[src/rtl/bcd_number_validator.sv]
// -----------------------------------------------------------------------------
// bcd_number_validator
//
// Collects a stream of radix-(MAX_DIGIT+1) digits, most significant first, and
// converts them to a binary value. A number ends on a digit flagged with
// in_last or when NUM_DIGITS digits have been taken. Every digit is range
// checked and the running value is checked for overflow of OUT_W bits. Any
// error is sticky for the rest of the number. The result is then held on a
// valid/ready output until the consumer takes it.
//
// Optional feature (compile-time macro BCD_VALIDATOR_XCHECK_EN):
//   When the macro is defined, an accepted in_digit or in_last holding X/Z
//   bits flags an error, and such a digit counts as 0 in the accumulator.
//   When it is undefined, only the range and overflow checks are built.
//
// Ports
//   clk          in   clock, rising edge
//   rst_n        in   asynchronous reset, active low
//   in_valid     in   in_digit / in_last are presented
//   in_digit     in   [3:0] digit, MSD first
//   in_last      in   current digit terminates the number
//   in_ready     out  block accepts a digit (registered)
//   out_valid    out  result presented (registered)
//   out_ready    in   downstream consumes the result
//   out_value    out  [OUT_W-1:0] binary value, 0 when out_err=1
//   out_err      out  number contained an error
//   out_ndigits  out  [$clog2(NUM_DIGITS+1)-1:0] digits accepted
// -----------------------------------------------------------------------------
module bcd_number_validator #(
    parameter int NUM_DIGITS = 4,
    parameter int MAX_DIGIT  = 9,
    parameter int OUT_W      = 14
) (
    input  logic                                  clk,
    input  logic                                  rst_n,
    input  logic                                  in_valid,
    input  logic [3:0]                            in_digit,
    input  logic                                  in_last,
    output logic                                  in_ready,
    output logic                                  out_valid,
    input  logic                                  out_ready,
    output logic [OUT_W-1:0]                      out_value,
    output logic                                  out_err,
    output logic [$clog2(NUM_DIGITS+1)-1:0]       out_ndigits
);

    localparam int CNT_W  = $clog2(NUM_DIGITS + 1);
    localparam int RADIX  = MAX_DIGIT + 1;
    // Radix is at most 16, so multiply-add needs 4 extra bits plus one carry.
    localparam int FULL_W = OUT_W + 5;

    typedef enum logic [1:0] {
        IDLE    = 2'd0,
        COLLECT = 2'd1,
        DONE    = 2'd2
    } state_t;

    state_t             state_q;
    logic [OUT_W-1:0]   acc_q;
    logic [CNT_W-1:0]   cnt_q;
    logic               err_q;
    logic               in_ready_q;
    logic               out_valid_q;
    logic [OUT_W-1:0]   out_value_q;
    logic               out_err_q;
    logic [CNT_W-1:0]   out_ndigits_q;

    logic [3:0]         digit_eff;
    logic               last_eff;
    logic               bad_x;
    logic [OUT_W-1:0]   acc_base;
    logic [CNT_W-1:0]   cnt_base;
    logic               err_base;
    logic [FULL_W-1:0]  full;
    logic               range_err;
    logic               ovf_err;
    logic [OUT_W-1:0]   acc_d;
    logic [CNT_W-1:0]   cnt_d;
    logic               err_d;
    logic               term;
    logic               accept;

    // Next-state datapath for an accepted digit. In IDLE the number restarts,
    // so the running acc/cnt/err are treated as zero: acc*R+d then reduces
    // to a plain load of the digit and the overflow check still applies.
    always_comb begin
        digit_eff = in_digit;
        last_eff  = in_last;
        bad_x     = 1'b0;
`ifdef BCD_VALIDATOR_XCHECK_EN
        if ((^in_digit) === 1'bx) begin
            digit_eff = 4'd0;
            bad_x     = 1'b1;
        end
        // An unknown in_last cannot be trusted to end the number; the digit
        // counter still terminates it at NUM_DIGITS.
        if ((in_last !== 1'b0) && (in_last !== 1'b1)) begin
            last_eff = 1'b0;
            bad_x    = 1'b1;
        end
`endif
        acc_base  = (state_q == COLLECT) ? acc_q : '0;
        cnt_base  = (state_q == COLLECT) ? cnt_q : '0;
        err_base  = (state_q == COLLECT) ? err_q : 1'b0;

        full      = FULL_W'(acc_base) * FULL_W'(RADIX) + FULL_W'(digit_eff);
        ovf_err   = |full[FULL_W-1:OUT_W];
        range_err = (int'(digit_eff) > MAX_DIGIT);

        acc_d     = full[OUT_W-1:0];
        cnt_d     = cnt_base + CNT_W'(1);
        err_d     = err_base | range_err | ovf_err | bad_x;
        term      = last_eff | (cnt_d == CNT_W'(NUM_DIGITS));
        accept    = in_valid & in_ready_q;
    end

    always_ff @(posedge clk or negedge rst_n) begin
        if (!rst_n) begin
            state_q       <= IDLE;
            acc_q         <= '0;
            cnt_q         <= '0;
            err_q         <= 1'b0;
            in_ready_q    <= 1'b0;
            out_valid_q   <= 1'b0;
            out_value_q   <= '0;
            out_err_q     <= 1'b0;
            out_ndigits_q <= '0;
        end else begin
            case (state_q)
                IDLE, COLLECT: begin
                    in_ready_q <= 1'b1;
                    if (accept) begin
                        acc_q <= acc_d;
                        cnt_q <= cnt_d;
                        err_q <= err_d;
                        if (term) begin
                            state_q       <= DONE;
                            in_ready_q    <= 1'b0;
                            out_valid_q   <= 1'b1;
                            out_value_q   <= err_d ? '0 : acc_d;
                            out_err_q     <= err_d;
                            out_ndigits_q <= cnt_d;
                        end else begin
                            state_q <= COLLECT;
                        end
                    end
                end
                DONE: begin
                    // Result registers are left untouched here, so they stay
                    // stable for as long as the consumer stalls.
                    if (out_ready) begin
                        state_q     <= IDLE;
                        out_valid_q <= 1'b0;
                        in_ready_q  <= 1'b1;
                    end
                end
                default: begin
                    state_q     <= IDLE;
                    in_ready_q  <= 1'b0;
                    out_valid_q <= 1'b0;
                end
            endcase
        end
    end

    assign in_ready    = in_ready_q;
    assign out_valid   = out_valid_q;
    assign out_value   = out_value_q;
    assign out_err     = out_err_q;
    assign out_ndigits = out_ndigits_q;

endmodule
[config.mk]
export PLATFORM = sky130hd
export DESIGN_NAME = bcd_number_validator
export DESIGN_NICKNAME = d
export VERILOG_FILES = /design/src/rtl/bcd_number_validator.sv
export SDC_FILE = /design/constraint.sdc
export NUM_CORES = 1
export LEC_CHECK = 0
export ABC_AREA = 1
export CELL_PAD_IN_SITES_DETAIL_PLACEMENT = 2
export CELL_PAD_IN_SITES_GLOBAL_PLACEMENT = 2
export CORE_AREA = 2 2 79 118
export CTS_CLUSTER_SIZE = 20
export DETAILED_ROUTE_END_ITERATION = 6
export DIE_AREA = 0 0 81 120
export GPL_ROUTABILITY_DRIVEN = 0
export GPL_TIMING_DRIVEN = 1
export PLACE_DENSITY = 0.86
export SYNTH_ARGS = -nofsm -noshare
export SYNTH_HDL_FRONTEND = slang
export SYNTH_SLANG_ARGS = --single-unit
[constraint.sdc]
create_clock -name clk -period 10.09 [get_ports clk]
set_input_delay 1.009 -clock clk [delete_from_list [all_inputs] [get_ports clk]]
set_output_delay 1.009 -clock clk [all_outputs]
set_load 0.02 [all_outputs]
==> results_tabular.tex, run 1 <==
\begin{tabular}{lr}
\hline
Metric & Value \\
\hline
\multicolumn{2}{l}{\textbf{Synth}} \\
\quad Area share of the largest cell type after synthesis & 33.6\% \\
\quad Most instantiated library cell after synthesis & sky130\_fd\_sc\_hd\_\_nand2\_1 \\
\quad Portion of netlist area occupied by mux cells & 0\% \\
\quad Adder and majority gate portion of the synthesized area & 11.2\% \\
\quad Main area contributors after synthesis & sky130\_fd\_sc\_hd\_\_dfrtp\_1 34\%, sky130\_fd\_sc\_hd\_\_nand2\_1 18\%, sky130\_fd\_sc\_hd\_\_ha\_1 11\%, sky130\_fd\_sc\_hd\_\_inv\_1 7.7\%, sky130\_fd\_sc\_hd\_\_nor2\_1 6.6\% \\
\quad Warnings from Yosys & 0 \\
\quad Fraction of the mapped netlist area in simple logic gates & 35.6\% \\
\quad Cell count after synthesis & 435 \\
\quad Seq cells post-synth & 40 \\
\quad Fraction of synthesis flops using an asynchronous set or reset pin & 100\% \\
\quad Number of enable flip-flop cells after synthesis & 0 \\
\quad Sequential share of the synthesized area & 33.6\% \\
\quad Distinct cell type count after synthesis & 27 \\
\quad Commonest cells in the synthesized netlist & 139 x sky130\_fd\_sc\_hd\_\_nand2\_1, 61 x sky130\_fd\_sc\_hd\_\_inv\_1, 52 x sky130\_fd\_sc\_hd\_\_nor2\_1 \\
\quad Cell type contributing the most total cell area after synthesis & sky130\_fd\_sc\_hd\_\_dfrtp\_1 \\
\quad Total nets after synthesis & 470 \\
\quad Fraction of the mapped netlist area in compound gates & 7.94\% \\
\quad Synthesized area divided by synthesized cell count & 6.85 um\^{}2 \\
\quad Synth Area in XOR/XNOR & 2.06\% \\
\quad Most used flip-flop cell after synthesis & sky130\_fd\_sc\_hd\_\_dfrtp\_1 \\
\quad Post-synthesis cell area & 0.00298 mm\^{}2 \\
\quad Dominant combinational cell family by area after synthesis & simple AND/OR/NAND/NOR gates \\
\multicolumn{2}{l}{\textbf{Setup path}} \\
\quad Arrival time at the worst endpoint & 4.42 ns \\
\quad Setup slack of the worst register-to-register path & 5.89 ns \\
\quad Critical path startpoint category & register \\
\quad Largest fanout on the critical path & 17 \\
\quad Critical path capture point type & register \\
\quad Setup crit start & state\_q[0] \\
\quad Critical Path RT & 10.31 ns \\
\quad Crit Reg-Reg Startpoint & state\_q[0] \\
\quad Critical path type & register to register \\
\multicolumn{2}{l}{\textbf{Cells and area}} \\
\quad Area growth, synth to finish & 18.0\% \\
\quad Fraction of layout instances using a drive strength above 1 & 6.05\% \\
\quad Final cell count without fillers & 573 \\
\quad Ant diodes & 0 \\
\quad Fill cells & 1,059 \\
\quad Layout Cell Area excl Fill & 0.00351 mm\^{}2 \\
\quad Layout Nets & 497 \\
\multicolumn{2}{l}{\textbf{Placed design}} \\
\quad Placed instance count & 565 \\
\quad Placement Cell Area & 0.00335 mm\^{}2 \\
\quad Port-buffer cells & 28 \\
\quad HPWL Detailed & 7.63 mm \\
\multicolumn{2}{l}{\textbf{STA}} \\
\quad Pins Over Slew Limit & 0 \\
\quad Smallest hold slack & 0.478 ns \\
\quad Finish-stage setup viols & 0 \\
\quad Final critical-path share of the clock period & 41.6\% \\
\quad Final-layout setup total negative slack & 0 ns \\
\quad RSZ-0062 raised after global routing & false \\
\quad Worst Clk Skew & 0.00460 ns \\
\quad Total count of hold-check failures in the final report & 0 \\
\quad Transition at the pin with the smallest max-transition slack & 0.918 ns \\
\quad Achievable frequency & 0.238 GHz \\
\quad Final critical delay including setup and external delays & 4.20 ns \\
\quad Slew margin rel. & 38.7\% \\
\multicolumn{2}{l}{\textbf{Clocking}} \\
\quad TritonCTS clock tree & built \\
\quad H-tree depth reported by CTS & 2 \\
\quad Latest clock arrival within the worst-skew pair & 0.29 ns \\
\quad Clock root buffer & sky130\_fd\_sc\_hd\_\_clkbuf\_16 \\
\quad Number of setup buffers added after CTS & 0 \\
\quad Number of hold buffers added after CTS & 0 \\
\quad Clk slew on worst S/H paths & 0.06 ns \\
\quad CTS Sinks & 40 \\
\quad TritonCTS Buffers & 5 \\
\quad Number of buffers between clock root and the deepest sink & 2 \\
\quad Count of cells resized by post-cts repair & 0 \\
\multicolumn{2}{l}{\textbf{Global route}} \\
\quad Largest net degree at the start of global routing & 41 \\
\quad Remaining global-route overflow & 0 \\
\quad Global-route wire length before repair & 15.3 mm \\
\quad Total global routing track utilization & 20.3\% \\
\quad Number of antenna violations at the first check in global routing & 0 \\
\quad Number of global-route vias before repair & 3,188 \\
\multicolumn{2}{l}{\textbf{Power}} \\
\quad Cell area power density & 283 mW/mm\^{}2 \\
\quad Share of total power consumed by net switching & 46.4\% \\
\quad Internal power & 533 uW \\
\quad Relative contribution of sequential cells to total power & 26.8\% \\
\quad Clock power share & 18.0\% \\
\quad IR drop worst, VDD & 0.153 mV \\
\quad Proportion of power drawn by combinational gates & 55.2\% \\
\quad LEAKAGE & 0.00186 uW \\
\quad Final total power & 995 uW \\
\quad Net Sw Power & 462 uW \\
\multicolumn{2}{l}{\textbf{Route}} \\
\quad Total iterations of the first detailed-routing run & 4 \\
\quad Routed wire per std cell & 15.8 um \\
\quad M1 wire length & 3.60 mm \\
\quad Number of design rule violations left after detail routing & 0 \\
\quad Detailed-routed wire length on met3 & 146 um \\
\quad Wire length on met2 & 5.14 mm \\
\quad DRT iter0 DRCs & 101 \\
\quad Vias & 2,836 \\
\quad Top Metal Used & met4 \\
\quad Sum of routed wire length over all layers & 9.07 mm \\
\quad Antenna Violating Nets Remaining & 0 \\
\quad DR vias/cell & 4.95 \\
\multicolumn{2}{l}{\textbf{Floorplan}} \\
\quad Count of standard-cell rows & 42 \\
\quad Horizontal extent of the die & 81 um \\
\quad Total die area & 0.00972 mm\^{}2 \\
\quad Die Y-Extent & 120 um \\
\quad Effective utilization at floorplan & 34.1\% \\
\quad Area of the core & 0.00872 mm\^{}2 \\
\quad Boundary pin count & 29 \\
\multicolumn{2}{l}{\textbf{Worst hold path}} \\
\quad Origin of the worst min-delay path & out\_value[11] \\
\quad Worst hold-check path type & register to register \\
\multicolumn{2}{l}{\textbf{Outcome}} \\
\quad Result of the run & completed \\
\multicolumn{2}{l}{\textbf{Run}} \\
\quad Max-cap violations & 0 \\
\hline
\end{tabular}
[area by class of cell]
cell class	instances	area, um^2	share of cell area [%]
clock buffer	6	129	3.67
timing repair buffer	29	283	8.05
clock inverter	2	35.0	0.997
multi-input combinational	323	1690	48.1
tap	110	138	3.92
inverter	63	236	6.73
sequential	40	1000	28.5
[cells by family after synthesis]
logic type	Yosys count
simple gates	248
compound gates	42
xor+xnor	7
fa+ha+maj	26
flops	40
buf+inv	72
[layer usage]
metal | up-vias | track usage [%]
met5 | - | 0
met4 | 0 | 7.31
met3 | 12 | 1.50
met2 | 39 | 39.1
met1 | 1376 | 22.3
li1 | 1409 | -
[per-stage QoR]
step	utilization (%)	setup WS [ns]
final	40.3	5.89
after global routing	40.3	5.50
after CTS	40.3	5.82
after detailed placement	38.4	5.80
after global placement	38.4	6.21
after floorplan	-	6.78
[power by group through the flow]
stage                     combinational [uW]  clock (uW)  sequential, uW
after CTS                                562         182             268
after global routing                     622         189             276
after detailed placement                 558           0             270
after floorplan                          336           0             297
final                                    549         179             267
after global placement                   527           0             264
[worst max-delay path, stage by stage (launching register included)]
cell and delay, ns:
sky130_fd_sc_hd__dfrtp_1 0.40, sky130_fd_sc_hd__inv_2 0.08, sky130_fd_sc_hd__nor2_4 0.19, sky130_fd_sc_hd__clkinv_1 0.41
sky130_fd_sc_hd__nor3_1 0.53, sky130_fd_sc_hd__nor2_1 0.09, sky130_fd_sc_hd__ha_1 0.25, sky130_fd_sc_hd__fa_1 0.42
sky130_fd_sc_hd__nand3_1 0.13, sky130_fd_sc_hd__nand2_1 0.08, sky130_fd_sc_hd__nand2_1 0.11, sky130_fd_sc_hd__nand2_1 0.09
sky130_fd_sc_hd__nand2_1 0.08, sky130_fd_sc_hd__nand2_1 0.05, sky130_fd_sc_hd__nand2_1 0.06, sky130_fd_sc_hd__inv_1 0.04
sky130_fd_sc_hd__nor2_1 0.09, sky130_fd_sc_hd__nand3_1 0.09, sky130_fd_sc_hd__nor2_2 0.54, sky130_fd_sc_hd__nand3_1 0.26
sky130_fd_sc_hd__nand2_1 0.12
[state kept, by name (all words and copies together), names as in the netlist]
register     flops
out_valid        1
out_value       14
acc_q           14
state_q          2
err_q            1
in_ready         1
cnt_q            3
out_ndigits      3
out_err          1
[path summary, 6_finish.rpt]
check                                end  cells after the start
min reg2reg                out_value[11]                      2
min                        out_value[11]                      2
min in group asynchronous  out_value[11]                      1
max                         out_value[2]                     20
max in group asynchronous      out_valid                      1
max reg2reg                 out_value[2]                     20
[layout by cell type (no fill, tap or decap)]
cell	count
sky130_fd_sc_hd__xor2_1	6
sky130_fd_sc_hd__a21oi_2	2
sky130_fd_sc_hd__nor3_1	6
sky130_fd_sc_hd__nand2_2	6
sky130_fd_sc_hd__buf_4	1
sky130_fd_sc_hd__o21ai_0	29
sky130_fd_sc_hd__ha_1	25
sky130_fd_sc_hd__xnor2_1	1
sky130_fd_sc_hd__or2_0	1
sky130_fd_sc_hd__o21bai_4	1
sky130_fd_sc_hd__nor2_2	3
sky130_fd_sc_hd__clkbuf_16	5
sky130_fd_sc_hd__inv_2	1
sky130_fd_sc_hd__bufinv_16	1
sky130_fd_sc_hd__dfrtp_1	40
sky130_fd_sc_hd__clkinv_2	1
sky130_fd_sc_hd__nor2_4	1
sky130_fd_sc_hd__nand3_1	28
sky130_fd_sc_hd__inv_1	61
sky130_fd_sc_hd__fa_1	1
sky130_fd_sc_hd__clkdlybuf4s50_1	27
sky130_fd_sc_hd__nand3b_1	5
sky130_fd_sc_hd__nand4_1	2
sky130_fd_sc_hd__clkinv_1	1
sky130_fd_sc_hd__a21o_1	1
sky130_fd_sc_hd__nand2_1	139
sky130_fd_sc_hd__buf_2	1
sky130_fd_sc_hd__o21a_1	1
sky130_fd_sc_hd__nand3_2	5
sky130_fd_sc_hd__nor2_1	52
sky130_fd_sc_hd__clkbuf_1	1
sky130_fd_sc_hd__a21oi_1	8
Note: power is estimated with default switching activity, not from simulation.
==> inputs of run 2 (changes only) <==
--- a/config.mk
+++ b/config.mk
@@ -8,13 +8,13 @@
 export ABC_AREA = 1
 export CELL_PAD_IN_SITES_DETAIL_PLACEMENT = 2
 export CELL_PAD_IN_SITES_GLOBAL_PLACEMENT = 2
-export CORE_AREA = 2 2 79 118
+export CORE_AREA = 2 2 82 124
 export CTS_CLUSTER_SIZE = 20
 export DETAILED_ROUTE_END_ITERATION = 6
-export DIE_AREA = 0 0 81 120
+export DIE_AREA = 0 0 84 126
 export GPL_ROUTABILITY_DRIVEN = 0
 export GPL_TIMING_DRIVEN = 1
-export PLACE_DENSITY = 0.86
+export PLACE_DENSITY = 0.8
 export SYNTH_ARGS = -nofsm -noshare
 export SYNTH_HDL_FRONTEND = slang
 export SYNTH_SLANG_ARGS = --single-unit
==> constraint.sdc (replaced) <==
create_clock -name clk -period 4.4 [get_ports clk]
set_input_delay 0.44 -clock clk [delete_from_list [all_inputs] [get_ports clk]]
set_output_delay 0.44 -clock clk [all_outputs]
set_load 0.02 [all_outputs]
==> results_tabular.tex, run 2 (synthesis results as in run 1) <==
\begin{tabular}{lr}
\hline
Metric & Value \\
\hline
\multicolumn{2}{l}{\textbf{Outcome}} \\
\quad Result of the run & completed \\
\multicolumn{2}{l}{\textbf{Setup path}} \\
\quad Top delay family on crit path & simple AND/OR/NAND/NOR gates \\
\quad Critical path capture point type & register \\
\quad Critical path startpoint category & register \\
\quad Crit Reg-Reg Startpoint & state\_q[0] \\
\quad Largest fanout on the critical path & 15 \\
\quad Setup crit start & state\_q[0] \\
\quad Delay contributed by the slowest stage of the critical path & 0.45 ns \\
\quad Arrival time at the worst endpoint & 4.04 ns \\
\quad Critical path type & register to register \\
\quad Most numerous cell on the critical path & sky130\_fd\_sc\_hd\_\_nand2\_1 \\
\quad Critical Path RT & 4.57 ns \\
\quad Depth of the worst register-to-register path & 21 \\
\quad Slowest cell on the critical path & sky130\_fd\_sc\_hd\_\_nor3\_1 \\
\quad Logic depth of the worst path, buffers included & 21 \\
\quad Setup slack of the worst register-to-register path & 0.54 ns \\
\quad Worst path cell trace & inv\_2 -> nor2\_4 -> clkinv\_1 -> nor3\_1 -> nor2\_1 -> ha\_1 -> fa\_1 -> nand3\_1 -> nand2\_1 -> nand2\_1 -> nand2\_1 -> nand2\_1 -> nand2\_1 -> nand2\_1 -> inv\_1 -> nor2\_1 -> nand3\_1 -> nor2\_4 -> nand2\_1 -> nand2\_1 -> nand2\_1 \\
\quad Buffer and inverter count on the worst path & 3 \\
\multicolumn{2}{l}{\textbf{Clocking}} \\
\quad Clk slew on worst S/H paths & 0.06 ns \\
\quad TritonCTS clock tree & built \\
\quad Count of cells resized by post-cts repair & 0 \\
\quad CTS Sinks & 40 \\
\quad H-tree depth reported by CTS & 2 \\
\quad Clock root buffer & sky130\_fd\_sc\_hd\_\_clkbuf\_16 \\
\quad Latest clock arrival within the worst-skew pair & 0.29 ns \\
\quad Number of setup buffers added after CTS & 0 \\
\quad Number of buffers between clock root and the deepest sink & 2 \\
\quad Number of hold buffers added after CTS & 0 \\
\quad TritonCTS Buffers & 5 \\
\multicolumn{2}{l}{\textbf{Power}} \\
\quad Clock power share & 17.7\% \\
\quad Net Sw Power & 1110 uW \\
\quad LEAKAGE & 0.00187 uW \\
\quad Cell area power density & 663 mW/mm\^{}2 \\
\quad Share of total power consumed by net switching & 47.4\% \\
\quad Internal power & 1230 uW \\
\quad Relative contribution of sequential cells to total power & 26.4\% \\
\quad Proportion of power drawn by combinational gates & 55.9\% \\
\quad IR drop worst, VDD & 0.360 mV \\
\multicolumn{2}{l}{\textbf{Cells and area}} \\
\quad Commonest cells after routing, fill and taps aside & 139 x sky130\_fd\_sc\_hd\_\_nand2\_1, 61 x sky130\_fd\_sc\_hd\_\_inv\_1, 52 x sky130\_fd\_sc\_hd\_\_nor2\_1, 40 x sky130\_fd\_sc\_hd\_\_dfrtp\_1, 29 x sky130\_fd\_sc\_hd\_\_o21ai\_0 \\
\quad Fraction of layout instances using a drive strength above 1 & 6.25\% \\
\quad Layout Nets & 498 \\
\quad Final design utilization & 37.1\% \\
\quad Area growth, synth to finish & 18.6\% \\
\quad Most frequent standard cell in the layout excluding fill and tap cells & sky130\_fd\_sc\_hd\_\_nand2\_1 \\
\quad Ant diodes & 0 \\
\multicolumn{2}{l}{\textbf{STA}} \\
\quad Worst Clk Skew & 0.00569 ns \\
\quad Transition at the pin with the smallest max-transition slack & 0.927 ns \\
\quad Finish-stage setup viols & 0 \\
\quad Worst Slack Setup Final & 0.538 ns \\
\quad Final critical delay including setup and external delays & 3.86 ns \\
\quad RSZ-0062 raised after global routing & false \\
\quad Slew margin rel. & 38.2\% \\
\quad Total count of hold-check failures in the final report & 0 \\
\quad Final-layout setup total negative slack & 0 ns \\
\quad Final critical-path share of the clock period & 87.8\% \\
\quad Pins Over Slew Limit & 0 \\
\quad Achievable frequency & 0.259 GHz \\
\multicolumn{2}{l}{\textbf{Floorplan}} \\
\quad Count of standard-cell rows & 44 \\
\quad Die Y-Extent & 126 um \\
\quad Total die area & 0.0106 mm\^{}2 \\
\quad Effective utilization at floorplan & 31.3\% \\
\quad Boundary pin count & 29 \\
\quad Area of the core & 0.00952 mm\^{}2 \\
\quad Horizontal extent of the die & 84 um \\
\multicolumn{2}{l}{\textbf{Global route}} \\
\quad Global-route wire length before repair & 16.7 mm \\
\quad Remaining global-route overflow & 0 \\
\quad Number of global-route vias before repair & 3,373 \\
\quad Largest net degree at the start of global routing & 41 \\
\quad Total global routing track utilization & 19.6\% \\
\quad Number of antenna violations at the first check in global routing & 0 \\
\multicolumn{2}{l}{\textbf{Placed design}} \\
\quad Minimum setup slack after placement & 0.355 ns \\
\quad Port-buffer cells & 28 \\
\quad HPWL Detailed & 7.97 mm \\
\multicolumn{2}{l}{\textbf{Route}} \\
\quad Vias & 2,881 \\
\quad Sum of routed wire length over all layers & 9.92 mm \\
\quad Antenna Violating Nets Remaining & 0 \\
\quad DR vias/cell & 4.98 \\
\quad Routed wire per std cell & 17.1 um \\
\quad DRT iter0 DRCs & 66 \\
\quad Total iterations of the first detailed-routing run & 4 \\
\quad Number of design rule violations left after detail routing & 0 \\
\multicolumn{2}{l}{\textbf{Worst hold path}} \\
\quad Worst hold-check path type & input port to async pin \\
\multicolumn{2}{l}{\textbf{Run}} \\
\quad Max-cap violations & 0 \\
\hline
\end{tabular}
[run 2: changes by cell type in the layout (fill, tap and decap cells not counted)]
cell                     previous run  this run
sky130_fd_sc_hd__buf_4              1         2
sky130_fd_sc_hd__nor2_2             3         2
sky130_fd_sc_hd__nor2_4             1         2
[run 2: worst paths after layout]
| kind | to |
|---|---|
| hold / removal | out_value[13] |
| setup / recovery | out_err |
| max in group asynchronous | out_value[1] |
| hold reg to reg | out_value[12] |
| min in group clk | out_value[12] |
| setup reg to reg | out_err |
[run 2: metal layers]
layer  routed length, um  global-route usage, %
met1                3910                   21.8
met2                5710                   38.4
met3                  96                   1.57
met4                 200                   6.64
met5                   0                      0
[run 2: power by group through the flow]
stage	clock network, uW	registers [uW]	logic [uW]
final	415	617	1310
after global placement	0	605	1230
after CTS	423	619	1330
after floorplan	0	681	770
after global routing	437	639	1470
after detailed placement	0	620	1300
[run 2: per-stage QoR]
| step | cells | hold WS, ns | power, uW | cell area [um^2] |
|---|---|---|---|---|
| after floorplan | 435 | 0.144 | 1450 | 2980 |
| after global placement | 571 | 0.457 | 1830 | 3360 |
| after detailed placement | 571 | 0.467 | 1920 | 3360 |
| after CTS | 579 | 0.327 | 2370 | 3530 |
| after global routing | 579 | 0.353 | 2540 | 3530 |
| final | 579 | 0.293 | 2340 | 3530 |
[run 2: final cells by class]
cell class / count / area [um^2]
Multi-Input combinational cell: 323 / 1700
Inverter: 63 / 236
Clock inverter: 2 / 35.0
Timing Repair Buffer: 30 / 290
Sequential cell: 40 / 1000
Tap cell: 115 / 144
Fill cell: 1162 / 5990
Clock buffer: 6 / 129
